===== src/rtl/dvi_pkg.sv =====
// Shared definitions for the DVI encoder: default colour depth, the four TMDS
// control symbols (blanking words) and small helpers used by every channel.
package dvi_pkg;

  localparam int COLOR_BITS_DEFAULT = 4;

  localparam logic [9:0] CTRL_00 = 10'b1101010100;
  localparam logic [9:0] CTRL_01 = 10'b0010101011;
  localparam logic [9:0] CTRL_10 = 10'b0101010100;
  localparam logic [9:0] CTRL_11 = 10'b1010101011;

  function automatic logic [9:0] ctrl_symbol(input logic [1:0] c);
    case (c)
      2'b00:   return CTRL_00;
      2'b01:   return CTRL_01;
      2'b10:   return CTRL_10;
      default: return CTRL_11;
    endcase
  endfunction

  function automatic logic [3:0] ones8(input logic [7:0] v);
    logic [3:0] n;
    n = '0;
    for (int i = 0; i < 8; i++) begin
      n = n + {3'b000, v[i]};
    end
    return n;
  endfunction

endpackage


===== src/rtl/tmds_channel.sv =====
// One TMDS channel: stage 1 builds the transition-minimised word, stage 2 picks
// DC-balancing inversion or a control symbol. Two-clock latency, no stalls.
module tmds_channel
  import dvi_pkg::*;
(
  input  logic       clk,
  input  logic       reset,
  input  logic [7:0] d,
  input  logic [1:0] c,
  input  logic       de,
  output logic [9:0] q
);

  logic [3:0]        d_ones;
  logic              use_xnor;
  logic [8:0]        qm_d, qm_q;
  logic [3:0]        n1_d, n1_q;
  logic              de_q;
  logic [1:0]        c_q;
  logic signed [5:0] diff;
  logic signed [5:0] cnt_d, cnt_q;
  logic [9:0]        q_d, q_q;

  always_comb begin
    d_ones   = ones8(d);
    use_xnor = (d_ones > 4'd4) || ((d_ones == 4'd4) && !d[0]);
    qm_d     = '0;
    qm_d[0]  = d[0];
    for (int i = 1; i < 8; i++) begin
      qm_d[i] = qm_d[i-1] ^ d[i] ^ use_xnor;
    end
    qm_d[8]  = ~use_xnor;
    n1_d     = ones8(qm_d[7:0]);
  end

  always_ff @(posedge clk or posedge reset) begin
    if (reset) begin
      qm_q <= '0;
      n1_q <= '0;
      de_q <= 1'b0;
      c_q  <= 2'b00;
    end else begin
      qm_q <= qm_d;
      n1_q <= n1_d;
      de_q <= de;
      c_q  <= c;
    end
  end

  // diff is N1 - N0 of q_m[7:0], i.e. 2*N1 - 8
  always_comb begin
    diff  = $signed({1'b0, n1_q, 1'b0}) - 6'sd8;
    q_d   = ctrl_symbol(c_q);
    cnt_d = '0;
    if (de_q) begin
      if ((cnt_q == 6'sd0) || (n1_q == 4'd4)) begin
        q_d   = {~qm_q[8], qm_q[8], qm_q[8] ? qm_q[7:0] : ~qm_q[7:0]};
        cnt_d = qm_q[8] ? (cnt_q + diff) : (cnt_q - diff);
      end else if (((cnt_q > 6'sd0) && (n1_q > 4'd4)) ||
                   ((cnt_q < 6'sd0) && (n1_q < 4'd4))) begin
        q_d   = {1'b1, qm_q[8], ~qm_q[7:0]};
        cnt_d = cnt_q + (qm_q[8] ? 6'sd2 : 6'sd0) - diff;
      end else begin
        q_d   = {1'b0, qm_q[8], qm_q[7:0]};
        cnt_d = cnt_q - (qm_q[8] ? 6'sd0 : 6'sd2) + diff;
      end
    end
  end

  always_ff @(posedge clk or posedge reset) begin
    if (reset) begin
      q_q   <= CTRL_00;
      cnt_q <= '0;
    end else begin
      q_q   <= q_d;
      cnt_q <= cnt_d;
    end
  end

  assign q = q_q;

endmodule


===== src/rtl/dvi_encoder.sv =====
// DVI encoder: expands VGA colour to 8 bits and TMDS-encodes three channels in
// lockstep, two clocks from input to 10-bit symbols; sync rides on blue.
module dvi_encoder
  import dvi_pkg::*;
#(
  parameter int COLOR_BITS = COLOR_BITS_DEFAULT
) (
  input  logic                  clk,
  input  logic                  reset,
  input  logic [COLOR_BITS-1:0] vga_r,
  input  logic [COLOR_BITS-1:0] vga_g,
  input  logic [COLOR_BITS-1:0] vga_b,
  input  logic                  vga_hs,
  input  logic                  vga_vs,
  input  logic                  vga_de,
  output logic [9:0]            tmds_r,
  output logic [9:0]            tmds_g,
  output logic [9:0]            tmds_b
);

  logic [7:0] r8, g8, b8;

  // Replicate each component MSB-first so full scale maps to 0xFF
  for (genvar i = 0; i < 8; i++) begin : g_expand
    localparam int SRC = COLOR_BITS - 1 - (i % COLOR_BITS);
    assign r8[7-i] = vga_r[SRC];
    assign g8[7-i] = vga_g[SRC];
    assign b8[7-i] = vga_b[SRC];
  end

  tmds_channel u_red (
    .clk   (clk),
    .reset (reset),
    .d     (r8),
    .c     (2'b00),
    .de    (vga_de),
    .q     (tmds_r)
  );

  tmds_channel u_green (
    .clk   (clk),
    .reset (reset),
    .d     (g8),
    .c     (2'b00),
    .de    (vga_de),
    .q     (tmds_g)
  );

  tmds_channel u_blue (
    .clk   (clk),
    .reset (reset),
    .d     (b8),
    .c     ({vga_vs, vga_hs}),
    .de    (vga_de),
    .q     (tmds_b)
  );

endmodule


===== config.mk =====
export PLATFORM = sky130hd
export DESIGN_NAME = dvi_encoder
export DESIGN_NICKNAME = d
export VERILOG_FILES = /design/src/rtl/dvi_pkg.sv /design/src/rtl/tmds_channel.sv /design/src/rtl/dvi_encoder.sv
export SDC_FILE = /design/constraint.sdc
export NUM_CORES = 1
export LEC_CHECK = 0
export ABC_CLOCK_PERIOD_IN_PS = 8600
export CORE_UTILIZATION = 40
export CTS_CLUSTER_DIAMETER = 40
export DETAILED_ROUTE_END_ITERATION = 10
export PLACE_DENSITY_LB_ADDON = 0.12
export SLEW_MARGIN = 20
export SYNTH_ARGS = -nofsm -noshare
export SYNTH_HDL_FRONTEND = slang
export SYNTH_SLANG_ARGS = --single-unit

===== constraint.sdc =====
create_clock -name clk -period 8.6 [get_ports clk]
set_clock_uncertainty 0.05 [all_clocks]
set_input_delay 2.58 -clock clk [delete_from_list [all_inputs] [get_ports clk]]
set_output_delay 2.58 -clock clk [all_outputs]
set_load 0.01 [all_outputs]

After elaboration in Yosys (flattened, before gate mapping). Cells that the tools add are included. W data, S select, Z words.

Shift operators: 0. Magnitude comparators: 15. Reduce and logical (&&, ||, !) cells: 25. Mux-type cells: 31. Multiply operators: 0. Equality and inequality tests: 8. Bitwise gates (word level): 51. Add/sub/neg operators: 63. Div/mod/pow operators: 0.

Operators by type and width (number): $add A4 B1 Y4 (36); $mux W10 (9); $mux W6 (12); $add A6 B6 Y6 (9); $sub A6 B6 Y6 (9); $xor A1 B1 Y1 (42); $pmux W10 S3 (1); $eq A4 B3 Y1 const B (6); $gt A4 B3 Y1 const B (6); $mux W8 (3); $not A8 Y8 (3); $gt A6 B1 Y1 const B (3); $logic_not A6 Y1 (3); $lt A6 B1 Y1 const B (3); $sub A5 B4 Y6 const B (3); $add A1 B1 Y2 (6); $lt A4 B3 Y1 const B (3); $mux W2 (6); $logic_and A1 B1 Y1 (9); $logic_or A1 B1 Y1 (9); $not A1 Y1 (6); $logic_not A1 Y1 (3); $eq A2 B1 Y1 const B (1); $eq A2 B2 Y1 const B (1); $logic_not A2 Y1 (1).

Bits in latches: 0. Memories: 0. Bits in registers: 90. Logic and storage cells: 207. ROM bits: 0. Output and inout port bits: 30. Input bits: 17. RAM bits: 0.

Depth between registers and ports, before layout. Gate-level depths: netlist (run 1).

Word-level depth: 24. Depth in mapped cells: 19. Depth with buffers taken out: 19.

Hierarchy. A second synthesis (run 1) with hierarchy kept.

Cell total of the unflattened synthesis: 681. Area total of the unflattened synthesis: 7145.6 µm².

Modules (own cells, without submodules): tmds_channel at u_green ... (area each 2386.0 µm², instances 2, cells an instance 226, seq. area each 782.0 µm²); tmds_channel at u_blue (area each 2369.8 µm², instances 1, cells an instance 228, seq. area each 782.0 µm²); dvi_encoder (area each 3.8 µm², instances 1, cells an instance 1, seq. area each 0.0 µm²).

Worst setup path after synthesis (run 1). Ideal clock, no wire load.

Path kind: input to register. From: input vga_b[0]. To: register u_blue.n1_q[2]. Buffers on the path: 0. Data required time: 8427 ps. Setup slack: 1975 ps. Arrival time: 6452 ps. Stages: 16. Library setup time: 123 ps. Cell sequence: ha_1 fa_1 ha_1 inv_1 ha_1 nand2b_1 o21ba_2 o21ai_1 xnor2_1 ha_1 inv_1 fa_1 fa_1 fa_1 fa_1 xnor2_1.

Longest elaborated chain between the ends: 24. Elaborated cells on any way between the ends: 33. Classes of those cells: add/sub: 14; order compare: 1; eq/ne: 1; bitwise: 14; reduce/logical: 3.

RTL lines: from (decl) (line dvi_encoder.sv:12) `input logic [COLOR_BITS-1:0] vga_b,`; branches (longest 10 deep; another with $add A4 B1 Y4); $xor A1 B1 Y1 * (line tmds_channel.sv:30) `qm_d[i] = qm_d[i-1] ^ d[i] ^ use_xnor;`; net u_blue.qm_d[1] (line tmds_channel.sv:16) `logic [8:0] qm_d, qm_q;`; branches (longest 12 deep; another with $add A4 B1 Y4); $add A4 B1 Y4 * (line dvi_pkg.sv:25) `n = n + {3'b000, v[i]};`; net u_blue.n1_d[2] (line tmds_channel.sv:17) `logic [3:0] n1_d, n1_q;`; to (signal assigned) (line tmds_channel.sv:44) `n1_q <= n1_d;`; to (decl) (line tmds_channel.sv:17).

Mark *: on every way through the listed nets, which the timed path passes.

Worst setup path in the final report (run 1). Same ends and word-level chain as after synthesis.

==> metrics.md, run 1 <==
| Metric | Value |
|---|---|
| Initial antenna violation count | 0 |
| Synthesized flop and latch total | 87 |
| Ant. Diodes | 0 |
| # resized after CTS | 0 |
| CP endpoint kind | flop |
| Drt pass-1 iters | 5 |
| Dpl hpwl | ~9.5 mm |
| Crit-path cells | clkdlybuf4s50_1, ha_1, fa_1, ha_1, inv_1, ha_1, nand2b_1, o21ba_2, o21ai_1, xnor2_1, ha_1, inv_1, fa_1, fa_1, fa_1, fa_1, xnor2_1 |
| Vias/cell | 4.64 |
| GPL Wtd Cong | 0.787 |
| Worst EP arrival | 7.32 ns |
| Top Usage Layer GRT | met2 |
| Outcome | complete, no violations |
| DRT iter0 DRCs | 154 |
| Worst path slowest cell | clkdlybuf4s50_1 |
| Slew Limit Fails | 0 |
| M1 GR Usage | 19.9% |
| # Max-Cap Violations | 0 |
| CORE AREA | 0.0158 mm^2 |
| HP Class | flop to flop |
| CTS tree | yes |
| Register area share after synthesis | 33.9% |
| Global-route wire length before repair | approximately 20 mm |
| H-tree lvl count | 3 |
| Crit start category | input pin |
| Most used cell, CP | fa_1 |
| Post-route DRC | 0 |
| Final wirelength | 11.8 mm |
| Asr flop ratio synth | 100% |
| Synth warn | 0 |
| Initial Util | 41.0% |
| Crit share post-route | 83.3% |
| Post-CTS Hold Buffers | 0 |
| Vias | 4179 |
| Layout area overhead | 15.8% |
| Commonest cells after routing, fill and taps aside | inv_1, ha_1, dfrtp_1 |
| Worst-path clk slew | 0.07 ns |
| Number of global-route vias before repair | 4318 |
| Setup_tns | 0 ns |
| Clock root buffer | clkbuf_16 |
| Share of layout cells above drive strength 1 | 7.30% |
| GR Util All Layers | 15.4% |
| FMAX | 140 MHz |
| Synthesized instance count | 628 |
| Crit path kind | input pin to flop |
| Clk buf depth | 2 |
| Nets | 818 |
| Setup repair bufs after CTS | 0 |
| Worst slew pin tran | 0.741 ns |
| RSZ-0062 raised after global routing | false |
| Number of port buffers | 46 |
| Post-Syn Nets | 766 |
| Mapped cell area | ~0.0065 mm^2 |
| Drt wl/cell | 13.1 um |
| Max stage delay on crit path | 0.54 ns |
| Cell variety after synth | 44 |
| Ys flop type | dfrtp_1 |
| GR met3 Demand/Resource | 2.23% |
| Skew-Pair Late Insertion Delay | 0.33 ns |
| Final antenna-violating net count | 0 |
| Die Height | 129 um |
| Met2 Use GR | a little over a quarter |
| Crit path max fanout | 7 |
| Minimum clock period after layout | 7.16 ns |
| Grt ovf | 0 |
| Leading cell type in the layout, fill and taps excluded | inv_1 |
| Hold Fails Final Rpt | 0 |
| Io pins | between 40 and 50 |
| TritonCTS Buffers | 9 |
| CTS Sinks | 87 |
| Total die area | 0.0167 mm^2 |
| Avg Inst Size Synth | around 10 um^2 |
| Die X | 129 um |
| Final Setup Violations | 0 |
| Number of synthesized flops with an enable pin | 0 |
| Core Rows | 46 |
| Relative slew slack | 49.6% |
| Req. time, crit path | 8.76 ns |
| Largest net degree at the start of global routing | 57 |
==> final timing paths <==
check	depth (start not counted)	end	startpoint	slack (ns)
worst max-delay path	17	u_blue.n1_q[2]$_DFF_PP0_	vga_b[0]	1.44
worst min-delay path	2	u_red.q[6]$_DFF_PP1_	u_red.qm_q[6]$_DFF_PP0_	0.44
max in group asynchronous	3	u_blue.q[7]$_DFF_PP0_	reset	4.85
min in group asynchronous	2	u_green.q[0]$_DFF_PP0_	reset	2.56
worst max register to register	9	u_red.cnt_q[5]$_DFF_PP0_	u_red.qm_q[8]$_DFF_PP0_	5.76
worst min register to register	2	u_red.q[6]$_DFF_PP1_	u_red.qm_q[6]$_DFF_PP0_	0.44
==> critical path, delay by kind of cell <==
family          cells  cell delay [ns]
xor+xnor            2             0.35
compound gates      2             0.53
buf+inv             3             0.65
fa+ha+maj           9             3.14
simple gates        1             0.07
==> routing by layer <==
| metal | vias to the layer above | share of wire, % | wire [um] |
|---|---|---|---|
| li1 | 2121 | - | - |
| met2 | 42 | 50 | 5900 |
| met5 | - | 0 | 0 |
| met1 | 2010 | 47 | 5470 |
| met3 | 6 | 2.6 | 300 |
| met4 | 0 | 0.79 | 93 |
==> final cells by class <==
type | count | area (um^2)
Clock inverter | 6 | 67.6
Clock buffer | 10 | 239
Tap cell | 216 | 270
Inverter | 107 | 403
Fill cell | 1429 | 8320
Timing Repair Buffer | 48 | 475
Sequential cell | 87 | 2200
Multi-Input combinational cell | 427 | 3860
==> cells in the mapped netlist, drive strengths merged (8+ instances only) <==
library cell,n,area (um^2)
inv,107,402
xor2,29,254
dfstp,15,394
dfrtp,72,1800
nand2,20,75.1
nor2b,15,93.8
and2,12,75.1
fa,28,561
a21o,8,60.1
o21ai,16,103
mux2i,8,100
nand2b,13,81.3
xnor2,62,543
ha,93,1160
a21oi,38,190
nor2,29,109
==> registers in the layout (all words and copies together) (netlist names) <==
register and count:
u_blue.q 10, u_green.q 10, u_red.q 10, u_blue.qm_q 9, u_green.qm_q 9, u_red.qm_q 9
u_blue.cnt_q 5, u_green.cnt_q 5, u_red.cnt_q 5, u_blue.n1_q 4, u_green.n1_q 4, u_red.n1_q 4
u_blue.c_q 2, u_blue.de_q 1
==> kinds of logic (layout without fill, tap and decap cells) <==
| group | after synthesis | count (layout) | synth area share (%) |
|---|---|---|---|
| AOI/OAI and AO/OA | 95 | 95 | 9.76 |
| xor gates and xnor gates | 91 | 91 | 12.3 |
| adders and majority gates | 121 | 121 | 26.6 |
| buffers and inverters | 114 | 171 | 6.60 |
| DFF | 87 | 87 | 33.9 |
| muxes | 11 | 11 | 2.06 |
| and+or+nand+nor | 109 | 109 | 8.84 |
==> per-stage QoR <==
| step | instance area (um^2) | instances | hold WS (ns) | worst slack (ns) | utilization, % |
|---|---|---|---|---|---|
| floorplan | 6480 | 628 | 0.418 | 1.98 | - |
| global placement | 7210 | 885 | 0.428 | 1.24 | 45.5 |
| detailed placement | 7210 | 885 | 0.432 | 1.08 | 45.5 |
| CTS | 7510 | 901 | 0.443 | 1.44 | 47.5 |
| global route | 7510 | 901 | 0.466 | 1.22 | 47.5 |
| finish | 7510 | 901 | 0.441 | 1.44 | 47.5 |
Power of run 1 is not shown: default switching activity piles up to over one toggle a cycle in this logic, so the estimate is an artifact.
==> inputs of run 2 (changes only) <==
--- a/config.mk
+++ b/config.mk
@@ -5,7 +5,7 @@
 export SDC_FILE = /design/constraint.sdc
 export NUM_CORES = 1
 export LEC_CHECK = 0
-export ABC_CLOCK_PERIOD_IN_PS = 8600
+export ABC_CLOCK_PERIOD_IN_PS = 7400
 export CORE_UTILIZATION = 40
 export CTS_CLUSTER_DIAMETER = 40
 export DETAILED_ROUTE_END_ITERATION = 10
==> constraint.sdc (replaced) <==
create_clock -name clk -period 7.4 [get_ports clk]
set_clock_uncertainty 0.05 [all_clocks]
set_input_delay 2.22 -clock clk [delete_from_list [all_inputs] [get_ports clk]]
set_output_delay 2.22 -clock clk [all_outputs]
set_load 0.01 [all_outputs]
==> run 2 against run 1 <==
Effect of this change: sequential share of layout area is the same; final cell count is 0.11% higher; routed wire length up 2.8%; sequential cell count is the same; global-route usage is 0.64 points higher; register-to-register slack worse by 1.3 ns.
==> metrics.md, run 2 (synthesized netlist as in run 1, its figures left out) <==
| Metric | Value |
|---|---|
| Crit path max fanout | 7 |
| Clock root buffer | clkbuf_16 |
| Final wirelength | ~12 mm |
| DP Area | ~0.0072 mm^2 |
| Leading cell type in the layout, fill and taps excluded | inv_1 |
| Initial Util | 41.0% |
| Global-route wire length before repair | about 21 mm |
| Die Height | 129 um |
| R2R depth | 9 |
| Die X | 129 um |
| Number of port buffers | 46 |
| Crit start category | input pin |
| GR Util All Layers | 16.0% |
| Top cell family by delay on the critical path | adder cells |
| CTS tree | yes |
| Setup_tns | 0 ns |
| Outcome | complete, no violations |
| Dpl hpwl | 9.54 mm |
| CTS Sinks | 87 |
| Req. time, crit path | 7.60 ns |
| Post-route DRC | 0 |
| Drt pass-1 iters | 6 |
| Crit share post-route | around nine tenths |
| Area of the multi-input gates | between 0.003 and 0.004 mm^2 |
| Worst path slowest cell | clkdlybuf4s50_1 |
| Dpl ws | between 0.3 and 0.4 ns |
| Skew-Pair Late Insertion Delay | 0.34 ns |
| Setup repair bufs after CTS | 0 |
| Setup slack, reg-to-reg | 4.51 ns |
| Slew Limit Fails | 0 |
| Drt wl/cell | 13.4 um |
| Crit-path cells | clkdlybuf4s50_1, ha_1, fa_1, ha_1, inv_1, ha_1, nand2b_1, o21ba_2, o21ai_1, xnor2_1, ha_1, inv_1, fa_1, fa_1, fa_1, fa_1, xnor2_1 |
| Share of layout cells above drive strength 1 | ~7.3% |
| HP Class | flop to flop |
| # Max-Cap Violations | 0 |
| CP Capture Point | u_blue.n1_q[2]$_DFF_PP0_ |
| TritonCTS Buffers | 9 |
| Buf+Inv Stages, Crit Path | 3 |
| Relative slew slack | 49.6% |
| Fill count | 1485 |
| Placed insts | just under 900 |
| Vias/cell | 4.71 |
| Most used cell, CP | fa_1 |
| Total die area | 0.0167 mm^2 |
| Hold Fails Final Rpt | 0 |
| FMAX | 150 MHz |
| Final Setup Violations | 0 |
| Crit path kind | input pin to flop |
| Storage cell area | 0.00220 mm^2 |
| Worst EP arrival | 6.87 ns |
| RR Startpoint | u_red.qm_q[8]$_DFF_PP0_ |
| Grt ovf | 0 |
| Io pins | 47 |
| Initial antenna violation count | 0 |
| Post-CTS Hold Buffers | 0 |
| Largest net degree at the start of global routing | 58 |
| RSZ-0062 raised after global routing | false |
| Minimum clock period after layout | 6.67 ns |
| Crit path from | vga_b[0] |
| Worst-path clk slew | ~0.06 ns |
| Ant. Diodes | 0 |
| CORE AREA | 0.0158 mm^2 |
| DRT iter0 DRCs | 113 |
| Commonest cells after routing, fill and taps aside | inv_1, ha_1, dfrtp_1 |
| Vias | 4249 |
| Nets | between 800 and 900 |
| GPL Wtd Cong | 0.792 |
| Layout area overhead | 15.8% |
| Number of global-route vias before repair | 4467 |
| Worst slew pin tran | between 0.7 and 0.8 ns |
| Crit. path cell count | 17 |
| Clk buf depth | 2 |
| Max stage delay on crit path | 0.55 ns |
| Final antenna-violating net count | 0 |
| H-tree lvl count | 3 |
| Final Instance Area | 0.00751 mm^2 |
| CP endpoint kind | flop |
| Core Rows | 46 |
| # resized after CTS | 0 |
| Setup WS post-layout | between 0.7 and 0.8 ns |
| Finished Layout Cells | 902 |
| FF-to-FF End | u_red.cnt_q[5]$_DFF_PP0_ |
-- run 2: cell count changes in the layout (fill, tap and decap cells not counted), sizes merged --
cell,change
clkinv,+1
buf,+1
inv,-1
-- run 2: layer usage --
layer / global-route usage [%] / part of all wire, % / up-vias
met4: 4.98 / 1.5 / 0
li1: - / - / 2124
met3: 2.64 / 2.5 / 12
met2: 27.8 / 50 / 43
met5: 0 / 0 / -
met1: 20.4 / 46 / 2070
-- run 2: worst min-delay path by stage --
stage	from	endpoint	slack, ns	cells after the start
6_report	u_green.qm_q[2]$_DFF_PP0_	u_green.q[2]$_DFF_PP1_	0.44	2
5_1_grt	u_red.qm_q[2]$_DFF_PP0_	u_red.q[2]$_DFF_PP1_	0.46	2
4_1_cts	u_green.qm_q[2]$_DFF_PP0_	u_green.q[2]$_DFF_PP1_	0.45	2
3_5_place_dp	u_green.qm_q[6]$_DFF_PP0_	u_green.q[6]$_DFF_PP1_	0.43	2
3_3_place_gp	u_green.qm_q[4]$_DFF_PP0_	u_green.q[4]$_DFF_PP1_	0.43	2
2_1_floorplan	u_green.qm_q[2]$_DFF_PP0_	u_green.q[2]$_DFF_PP1_	0.42	2
-- run 2: metrics by stage --
step	util, %	hold slack [ns]
6_report	47.5	0.443
2_1_floorplan	-	0.418
4_1_cts	47.5	0.450
5_1_grt	47.5	0.463
3_5_place_dp	45.6	0.433
3_3_place_gp	45.6	0.430
-- run 2: area by class of cell --
| type | count | share of cell area [%] |
|---|---|---|
| inverter | 107 | 5.36 |
| multi-input combinational | 427 | 51.4 |
| sequential | 87 | 29.2 |
| clock inverter | 6 | 0.933 |
| clock buffer | 10 | 3.05 |
| timing repair buffer | 49 | 6.43 |
| tap | 216 | 3.60 |
-- run 2: worst min-delay path, cell delays in order (launching register included) --
cell and delay [ns]:
dfrtp_1 0.34, xnor2_1 0.07, nand2_1 0.06
Power of run 2 is left out for the same reason.
==> inputs of run 3 (changes only) <==
--- a/config.mk
+++ b/config.mk
@@ -9,6 +9,7 @@
 export CORE_UTILIZATION = 40
 export CTS_CLUSTER_DIAMETER = 40
 export DETAILED_ROUTE_END_ITERATION = 10
+export MAX_ROUTING_LAYER = met4
 export PLACE_DENSITY_LB_ADDON = 0.12
 export SLEW_MARGIN = 20
 export SYNTH_ARGS = -nofsm -noshare
==> run 3 against run 2 <==
Effect of this change: first-iteration DRC count decreased by 8.8%; critical endpoint unchanged; register-to-register slack is essentially flat; core utilization stayed put; critical path type unchanged; non-clock buffer count is the same; hold slack gained 0.00058 ns; die area did not move; via count about the same; global-route usage rose by 0.51 points.
==> metrics.md, run 3 (synthesized netlist as in run 1, its figures left out) <==
| Metric | Value |
|---|---|
| Final antenna-violating net count | 0 |
| Req. time, crit path | roughly 7.6 ns |
| Setup repair bufs after CTS | 0 |
| Core Rows | 46 |
| Storage cell area | 0.00220 mm^2 |
| TritonCTS Buffers | 9 |
| CTS tree | yes |
| RR Startpoint | u_red.qm_q[8]$_DFF_PP0_ |
| Drt pass-1 iters | 5 |
| Global-route wire length before repair | 21.0 mm |
| FMAX | 150 MHz |
| # Max-Cap Violations | 0 |
| Outcome | complete, no violations |
| Drt wl/cell | 13.4 um |
| Vias | 4253 |
| Final Instance Area | roughly 0.0075 mm^2 |
| Number of port buffers | 46 |
| Initial antenna violation count | 0 |
| Post-route DRC | 0 |
| Nets | a little over 800 |
| Hold Path End | u_green.q[2]$_DFF_PP1_ |
| Share of layout cells above drive strength 1 | 7.29% |
| DRT iter0 DRCs | 103 |
| Clk buf depth | 2 |
| Largest net degree at the start of global routing | 58 |
| H-tree lvl count | 3 |
| Slew Limit Fails | 0 |
| Worst slew pin tran | 0.737 ns |
| CORE AREA | between 0.015 and 0.02 mm^2 |
| Crit share post-route | between 90% and 100% |
| Leading cell type in the layout, fill and taps excluded | inv_1 |
| Worst-path clk slew | ~0.060 ns |
| # resized after CTS | 0 |
| GPL Wtd Cong | approximately 0.80 |
| CTS Sinks | 87 |
| R2R depth | 9 |
| Total die area | ~0.017 mm^2 |
| Clock root buffer | clkbuf_16 |
| Minimum clock period after layout | 6.67 ns |
| CP endpoint kind | flop |
| Initial Util | 41.0% |
| FF-to-FF End | u_red.cnt_q[5]$_DFF_PP0_ |
| Final wirelength | 12.1 mm |
| Crit path max fanout | 7 |
| Worst path slowest cell | clkdlybuf4s50_1 |
| Hold path depth | 2 |
| GR Util All Layers | 16.6% |
| Grt ovf | 0 |
| Skew-Pair Late Insertion Delay | 0.34 ns |
| Ant. Diodes | 0 |
| Final Setup Violations | 0 |
| Worst EP arrival | just under 7 ns |
| Number of global-route vias before repair | 4470 |
| RSZ-0062 raised after global routing | false |
| Layout area overhead | 15.8% |
| DP Area | 0.00721 mm^2 |
| Relative slew slack | between 40% and 50% |
| Setup_tns | 0 ns |
| Most used cell, CP | fa_1 |
| Die X | roughly 130 um |
| Hold Crit Start | u_green.qm_q[2]$_DFF_PP0_ |
| HP Class | flop to flop |
| Setup slack, reg-to-reg | 4.51 ns |
| Area of the multi-input gates | between 0.003 and 0.004 mm^2 |
| Crit start category | input pin |
| Crit-path cells | clkdlybuf4s50_1, ha_1, fa_1, ha_1, inv_1, ha_1, nand2b_1, o21ba_2, o21ai_1, xnor2_1, ha_1, inv_1, fa_1, fa_1, fa_1, fa_1, xnor2_1 |
| Commonest cells after routing, fill and taps aside | inv_1, ha_1, dfrtp_1 |
| Fill count | 1485 |
| Vias/cell | 4.72 |
| Io pins | 47 |
| Dpl hpwl | 9.54 mm |
| Hold Fails Final Rpt | 0 |
| Post-CTS Hold Buffers | 0 |
| Max stage delay on crit path | 0.55 ns |
| Die Height | roughly 130 um |
| Crit path kind | input pin to flop |
run 3: cell counts in the layout (fill, tap and decap cells not counted):
Identical to the previous run, type by type.
run 3: worst max path at each step:
| stage | startpoint | end | slack, ns | cells after the start |
|---|---|---|---|---|
| after floorplan | vga_b[0] | u_blue.n1_q[2]$_DFF_PP0_ | 1.14 | 16 |
| after global placement | vga_b[0] | u_blue.n1_q[2]$_DFF_PP0_ | 0.56 | 17 |
| after detailed placement | vga_b[0] | u_blue.n1_q[2]$_DFF_PP0_ | 0.36 | 17 |
| after CTS | vga_b[0] | u_blue.n1_q[2]$_DFF_PP0_ | 0.72 | 17 |
| after global routing | vga_b[0] | u_blue.n1_q[2]$_DFF_PP0_ | 0.52 | 17 |
| final | vga_b[0] | u_blue.n1_q[2]$_DFF_PP0_ | 0.73 | 17 |
run 3: per-stage QoR:
stage                     worst slack [ns]  std cells  utilization [%]  hold WS (ns)
after floorplan                       1.14        628                -         0.418
after global placement               0.556        886             45.6         0.430
after detailed placement             0.362        886             45.6         0.433
after CTS                            0.716        902             47.5         0.450
after global routing                 0.522        902             47.5         0.463
final                                0.730        902             47.5         0.443
run 3: worst max-delay path, delay by kind of cell:
family	cells	cell delay, ns
fa+ha+maj	9	3.17
simple gates	1	0.06
buf+inv	3	0.67
compound gates	2	0.38
xor+xnor	2	0.36
run 3: layout make-up:
type                    instances  share of cell area (%)
repair buffers                 49                    6.43
multi-input cells             427                    51.4
flip-flops and latches         87                    29.2
clock inverters                 6                   0.933
inverters                     107                    5.36
well taps                     216                    3.60
clock buffers                  10                    3.05
run 3: layer usage:
layer	vias up	GRT usage, %	wire (um)
met3	12	2.60	285
met4	0	4.98	182
met5	-	-	0
met1	2074	20.5	5600
li1	2125	-	-
met2	42	27.8	6000
Power of run 3 is left out for the same reason.
